**src/rtl/ped_emerg_input_conditioner.sv**
```systemverilog
// ped_emerg_input_conditioner
//
// Conditions the two asynchronous, bouncy field inputs of a pedestrian
// crossing controller. It produces a latched pedestrian request and a
// hold-extended emergency level.
//
// Each raw input passes through a 2-flop synchronizer and then an
// independent debouncer. The debounced button's rising edge latches a
// request while the crossing is idle. The debounced emergency level drives
// a small FSM (E_IDLE / E_ACTIVE / E_HOLD). That FSM keeps the emergency
// output asserted for EMERG_HOLD_CYCLES after the detector drops, and it
// pre-empts any pending pedestrian request.
//
// Ports
//   clk                 in   single clock, rising edge
//   rst                 in   synchronous, active-high reset
//   ped_button_raw      in   asynchronous pedestrian push-button
//   emergency_raw       in   asynchronous emergency-vehicle detector
//   ped_served          in   high while downstream shows WALK; clears request
//   pedestrian_request  out  latched, not-yet-served pedestrian request
//   emergency           out  debounced, hold-extended emergency level
//   req_count[7:0]      out  saturating count of accepted requests
module ped_emerg_input_conditioner #(
  parameter int DEBOUNCE_CYCLES   = 4,
  parameter int EMERG_HOLD_CYCLES = 8
) (
  input  logic       clk,
  input  logic       rst,
  input  logic       ped_button_raw,
  input  logic       emergency_raw,
  input  logic       ped_served,
  output logic       pedestrian_request,
  output logic       emergency,
  output logic [7:0] req_count
);

  localparam logic [7:0] DB_LAST   = 8'(DEBOUNCE_CYCLES - 1);
  localparam logic [7:0] HOLD_LAST = 8'(EMERG_HOLD_CYCLES - 1);

  typedef enum logic [1:0] {
    E_IDLE   = 2'd0,
    E_ACTIVE = 2'd1,
    E_HOLD   = 2'd2
  } emg_state_t;

  // One debouncer step, returned as {next_state, next_count}. The count
  // runs only while the synchronized level disagrees with the accepted
  // level. Once the count reaches DB_LAST, the level has disagreed for
  // DEBOUNCE_CYCLES consecutive cycles, and the new level is taken.
  function automatic logic [8:0] debounce_step(input logic       sync,
                                               input logic       state,
                                               input logic [7:0] cnt);
    logic [8:0] res;
    if (sync == state)
      res = {state, 8'd0};
    else if (cnt == DB_LAST)
      res = {sync, 8'd0};
    else
      res = {state, cnt + 8'd1};
    return res;
  endfunction

  function automatic logic [7:0] sat_inc(input logic [7:0] v);
    return (v == 8'hFF) ? v : v + 8'd1;
  endfunction

  logic       ped_sync_p0, ped_sync_p1;
  logic       emg_sync_p0, emg_sync_p1;
  logic       ped_db, emg_db, ped_db_d;
  logic [7:0] ped_db_cnt, emg_db_cnt;
  logic [8:0] ped_db_nxt, emg_db_nxt;

  emg_state_t state, state_nxt;
  logic [7:0] hold_cnt, hold_nxt;
  logic       press_rise, accept, enter_active;
  logic       req_nxt;
  logic [7:0] count_nxt;

  // Stage p0/p1: metastability synchronizers
  always_ff @(posedge clk) begin
    if (rst) begin
      ped_sync_p0 <= 1'b0;
      ped_sync_p1 <= 1'b0;
      emg_sync_p0 <= 1'b0;
      emg_sync_p1 <= 1'b0;
    end else begin
      ped_sync_p0 <= ped_button_raw;
      ped_sync_p1 <= ped_sync_p0;
      emg_sync_p0 <= emergency_raw;
      emg_sync_p1 <= emg_sync_p0;
    end
  end

  // Stage p2: debouncers, plus a delayed copy of the button for edge detect
  assign ped_db_nxt = debounce_step(ped_sync_p1, ped_db, ped_db_cnt);
  assign emg_db_nxt = debounce_step(emg_sync_p1, emg_db, emg_db_cnt);

  always_ff @(posedge clk) begin
    if (rst) begin
      ped_db     <= 1'b0;
      ped_db_cnt <= 8'd0;
      emg_db     <= 1'b0;
      emg_db_cnt <= 8'd0;
      ped_db_d   <= 1'b0;
    end else begin
      ped_db     <= ped_db_nxt[8];
      ped_db_cnt <= ped_db_nxt[7:0];
      emg_db     <= emg_db_nxt[8];
      emg_db_cnt <= emg_db_nxt[7:0];
      ped_db_d   <= ped_db;
    end
  end

  // Output stage: emergency FSM and request latch
  always_comb begin
    state_nxt = state;
    hold_nxt  = hold_cnt;
    case (state)
      E_IDLE: begin
        if (emg_db) state_nxt = E_ACTIVE;
      end
      E_ACTIVE: begin
        if (!emg_db) begin
          state_nxt = E_HOLD;
          hold_nxt  = HOLD_LAST;
        end
      end
      E_HOLD: begin
        if (emg_db) begin
          state_nxt = E_ACTIVE;
          hold_nxt  = 8'd0;
        end else if (hold_cnt == 8'd0) begin
          state_nxt = E_IDLE;
        end else begin
          hold_nxt = hold_cnt - 8'd1;
        end
      end
      default: begin
        state_nxt = E_IDLE;
        hold_nxt  = 8'd0;
      end
    endcase

    press_rise   = ped_db & ~ped_db_d;
    accept       = press_rise && !pedestrian_request && !ped_served &&
                   (state == E_IDLE);
    enter_active = (state_nxt == E_ACTIVE) && (state != E_ACTIVE);

    // Serving or emergency pre-emption both beat a simultaneous press.
    req_nxt = pedestrian_request;
    if (ped_served || enter_active)
      req_nxt = 1'b0;
    else if (accept)
      req_nxt = 1'b1;

    count_nxt = accept ? sat_inc(req_count) : req_count;
  end

  always_ff @(posedge clk) begin
    if (rst) begin
      state              <= E_IDLE;
      hold_cnt           <= 8'd0;
      pedestrian_request <= 1'b0;
      req_count          <= 8'd0;
    end else begin
      state              <= state_nxt;
      hold_cnt           <= hold_nxt;
      pedestrian_request <= req_nxt;
      req_count          <= count_nxt;
    end
  end

  assign emergency = (state != E_IDLE);

endmodule

```
**config.mk**
```make
export PLATFORM = sky130hd
export DESIGN_NAME = ped_emerg_input_conditioner
export DESIGN_NICKNAME = d
export VERILOG_FILES = /design/src/rtl/ped_emerg_input_conditioner.sv
export SDC_FILE = /design/constraint.sdc
export NUM_CORES = 1
export LEC_CHECK = 0
export BUFFER_PORTS_ARGS = -buffer_cell sky130_fd_sc_hd__buf_4
export CAP_MARGIN = 20
export CORE_MARGIN = 3
export CORE_UTILIZATION = 54
export DETAILED_ROUTE_END_ITERATION = 10
export PLACE_DENSITY = 0.73
export SLEW_MARGIN = 30
export SYNTH_ARGS = -nofsm -noshare
export SYNTH_HDL_FRONTEND = slang
export SYNTH_SLANG_ARGS = --single-unit
```
**constraint.sdc**
```tcl
create_clock -name clk -period 2.4 [get_ports clk]
set_input_delay 0.24 -clock clk [delete_from_list [all_inputs] [get_ports clk]]
set_output_delay 0.24 -clock clk [all_outputs]
set_load 0.02 [all_outputs]
```
==> results_dict.tcl <==
set metrics [dict create \
    cts_root_buf "clkbuf_4" \
    grt_pass1_wl_mm 6.60 \
    cts_setup_buffers 0 \
    holdWs_ns 0.0763 \
    r2r-start "state[0]$_SDFF_PP0_" \
    pre_cts_slack_ns 0.217 \
    cts_made_buffers 5 \
    antenna_cells 0 \
    synth_edf_count 0 \
    power_frac_seq_pct 63.8 \
    slew_viol_final 0 \
    cellPowerDensity_nw_per_um2 510 \
    die_w_um 66.2 \
    synthTopCellsByCount "dfxtp_1 (42), nor2_1 (24), nand3_1 (17)" \
    cts_tree "done" \
    clkPwrFrac_pct 34.4 \
    h-tree-depth 2 \
    hold_path_depth 2 \
    final_cell_count_no_fill 286 \
    ys_seq_area_share_pct 43.0 \
    finalWorstSetupSlack_ns 0.190 \
    cp-end-kind "flip-flop" \
    peakVddDrop_mv 0.365 \
    fp-row-count 21 \
    wl_per_cell_um 13.3 \
    status "finished, final reports clean" \
    design_area_um2 2160 \
    syn_nets 236 \
    setup-tns-final_ns 0 \
    placed_cells 278 \
    synth_flop_cell "dfxtp_1" \
    fillerInstances 300 \
    timing.fmax_mhz 453 \
    crit_arrival_ns 2.51 \
    area_delta_synth_final_pct 10.8 \
    cts_sinks 42 \
    use_met2_pct 30.4 \
    route.detailed.drc 0 \
    maxSlewHeadroom_pct 65.0 \
    yosys-top-cells-area "dfxtp_1 (43%), ha_1 (5.1%), xor2_1 (4.9%), nor2_1 (4.6%), nand3_1 (4.4%)" \
    max_cap_viol_count 0 \
    chipHeight_um 66.2 \
    holdBufCountCts 0 \
    holdCritPathClass "in -> reg" \
    drtIter0Drc 115 \
    multi_input_area_um2 1060 \
    grt_max_degree 29 \
    syn_area_um2 1950 \
    rr_worst_depth 6 \
    nets 252 \
    rsz0062_at_grt "false" \
    final_util_pct 63.4 \
    post_cts_resized 0 \
    internal-power_uw 850 \
    grt_usage_pct 19.0 \
    place.detailed.hpwl_mm 2.72 \
    p_sw_share_pct 22.9 \
    busiest_layer "met2" \
    synth_top_cell_by_area "dfxtp_1" \
    grtUsageMet3_pct 4.59 \
    p_total_mw 1.10 \
    ys_warn_count 0 \
    pin_count 15 \
    routed-via-count 1629 \
    synthArstFlopShare_pct 0 \
    final-hold-violation-count 0 \
    critPathLaunchType "flip-flop" \
    r2r-end "req_count[3]$_SDFFE_PP0P_" \
    postPlaceCellArea_um2 2100 \
    combPwrFrac_pct 1.8 \
    use_met1_pct 24.5 \
    worstHoldStart "ped_button_raw" \
    ys_ff_latch 42 \
    fin_crit_ns 2.21 \
    ff2ff_setup_slack_ns 0.19 \
    crit_path_max_fanout 15 \
    core_area_um2 3420 \
    grt_pass1_vias 1558 \
    wl_mm 3.81 \
    yosysTopAreaCellShare_pct 43.0 \
    vias_per_cell 5.70 \
    dr.pass1.iters 4 \
    grt_antenna_before_repair 0 \
    cts_buffer_depth 2 \
    port_buffers 14 \
    initial_core_util_pct 57.2 \
    skew_ns 0.0130 \
    tightestPinTransition_ns 0.520 \
    p_switching_uw 253 \
    path_clk_slew_ns 0.13 \
    register_area_um2 841 \
    finalSetupViolCount 0 \
    synth.most_common_cell "dfxtp_1" \
    clkLatencyLatePin_ns 0.36 \
    min_period_over_period_pct 92.1 \
    gp_congestion 0.867 \
    leakagePower_nw 0.799 \
    die_area_um2 4380 \
    netlist_instances 223 \
    whs_endpoint "ped_sync_p0$_SDFF_PP0_" \
    drtAntennaViolNets 0 \
    critical_path_required_ns 2.70 \
    synth_area_per_cell_um2 8.76 \
    synth_cell_type_count 38 \
    grt_overflow 0 \
    drive_above_1_share_pct 12.9 \
    worstSetupPathType "reg -> reg" \
]
-- power groups by stage --
stage	logic [mW]	clock network (mW)	registers, mW
CTS	0.0200	0.391	0.704
global placement	0.0194	0	0.719
global route	0.0224	0.423	0.705
detailed placement	0.0199	0	0.719
finish	0.0198	0.380	0.704
floorplan	0.0126	0	0.719
-- cell usage in the layout, fill, tap and decap left out, types with 4 or more instances in the layout --
cell and n:
xnor2_1 4, a21oi_1 13, a211oi_1 6, o21ai_0 10, nor2b_1 5, ha_1 8, inv_1 7, xor2_1 11
o31ai_1 5, nand3_1 17, buf_4 15, dfxtp_1 42, and3_1 7, nor3_1 4, nand2_1 13, or3_1 4
or4_1 9, clkbuf_4 5, nor2_1 24
-- worst max path at each step --
stage | start | endpoint | slack (ns) | cells past startpoint
global placement | state[0]$_SDFF_PP0_ | req_count[5]$_SDFFE_PP0P_ | 0.34 | 6
global route | state[0]$_SDFF_PP0_ | req_count[3]$_SDFFE_PP0P_ | 0.04 | 6
detailed placement | state[0]$_SDFF_PP0_ | req_count[3]$_SDFFE_PP0P_ | 0.22 | 6
floorplan | state[0]$_SDFF_PP0_ | req_count[2]$_SDFFE_PP0P_ | 0.46 | 7
CTS | state[0]$_SDFF_PP0_ | req_count[3]$_SDFFE_PP0P_ | 0.18 | 6
finish | state[0]$_SDFF_PP0_ | req_count[3]$_SDFFE_PP0P_ | 0.19 | 6
-- critical path, cell delays in order, from the launching register on --
cell and delay [ns]:
dfxtp_1 0.37, inv_1 0.11, ha_1 0.25, nand2_1 0.09, or4_1 0.62, or4_1 0.57
a21oi_1 0.15
-- routing by layer --
metal	vias to the layer above	wire, um
met3	5	177
met1	753	1750
met2	35	1830
met4	0	46
li1	836	-
met5	-	0
-- flip-flops by register name (all words and copies together) (netlist names) --
register / count
req_count: 8
hold_cnt: 8
ped_db: 1
emg_db: 1
ped_sync_p0: 1
ped_db_d: 1
ped_sync_p1: 1
emg_db_cnt: 8
pedestrian_request: 1
emg_sync_p0: 1
state: 2
emg_sync_p1: 1
ped_db_cnt: 8
-- cells by family (layout without fill, tap and decap cells) --
family / after synthesis / after routing / synth area share, %
AO/OA/AOI/OAI: 47 / 47 / 15.6
AND/OR/NAND/NOR: 98 / 98 / 27.0
XOR/XNOR: 15 / 15 / 6.72
adder cells (fa/ha/maj): 8 / 8 / 5.12
buffers and inverters: 13 / 30 / 2.56
flip-flops: 42 / 42 / 43.0
-- final cells by class --
| type | instances | area share, % |
|---|---|---|
| multi-input combinational | 168 | 49.1 |
| clock inverter | 2 | 0.578 |
| tap | 46 | 2.66 |
| clock buffer | 6 | 2.37 |
| inverter | 7 | 1.21 |
| sequential | 42 | 38.8 |
| timing repair buffer | 15 | 5.20 |
Power figures use the tool's default switching activity.
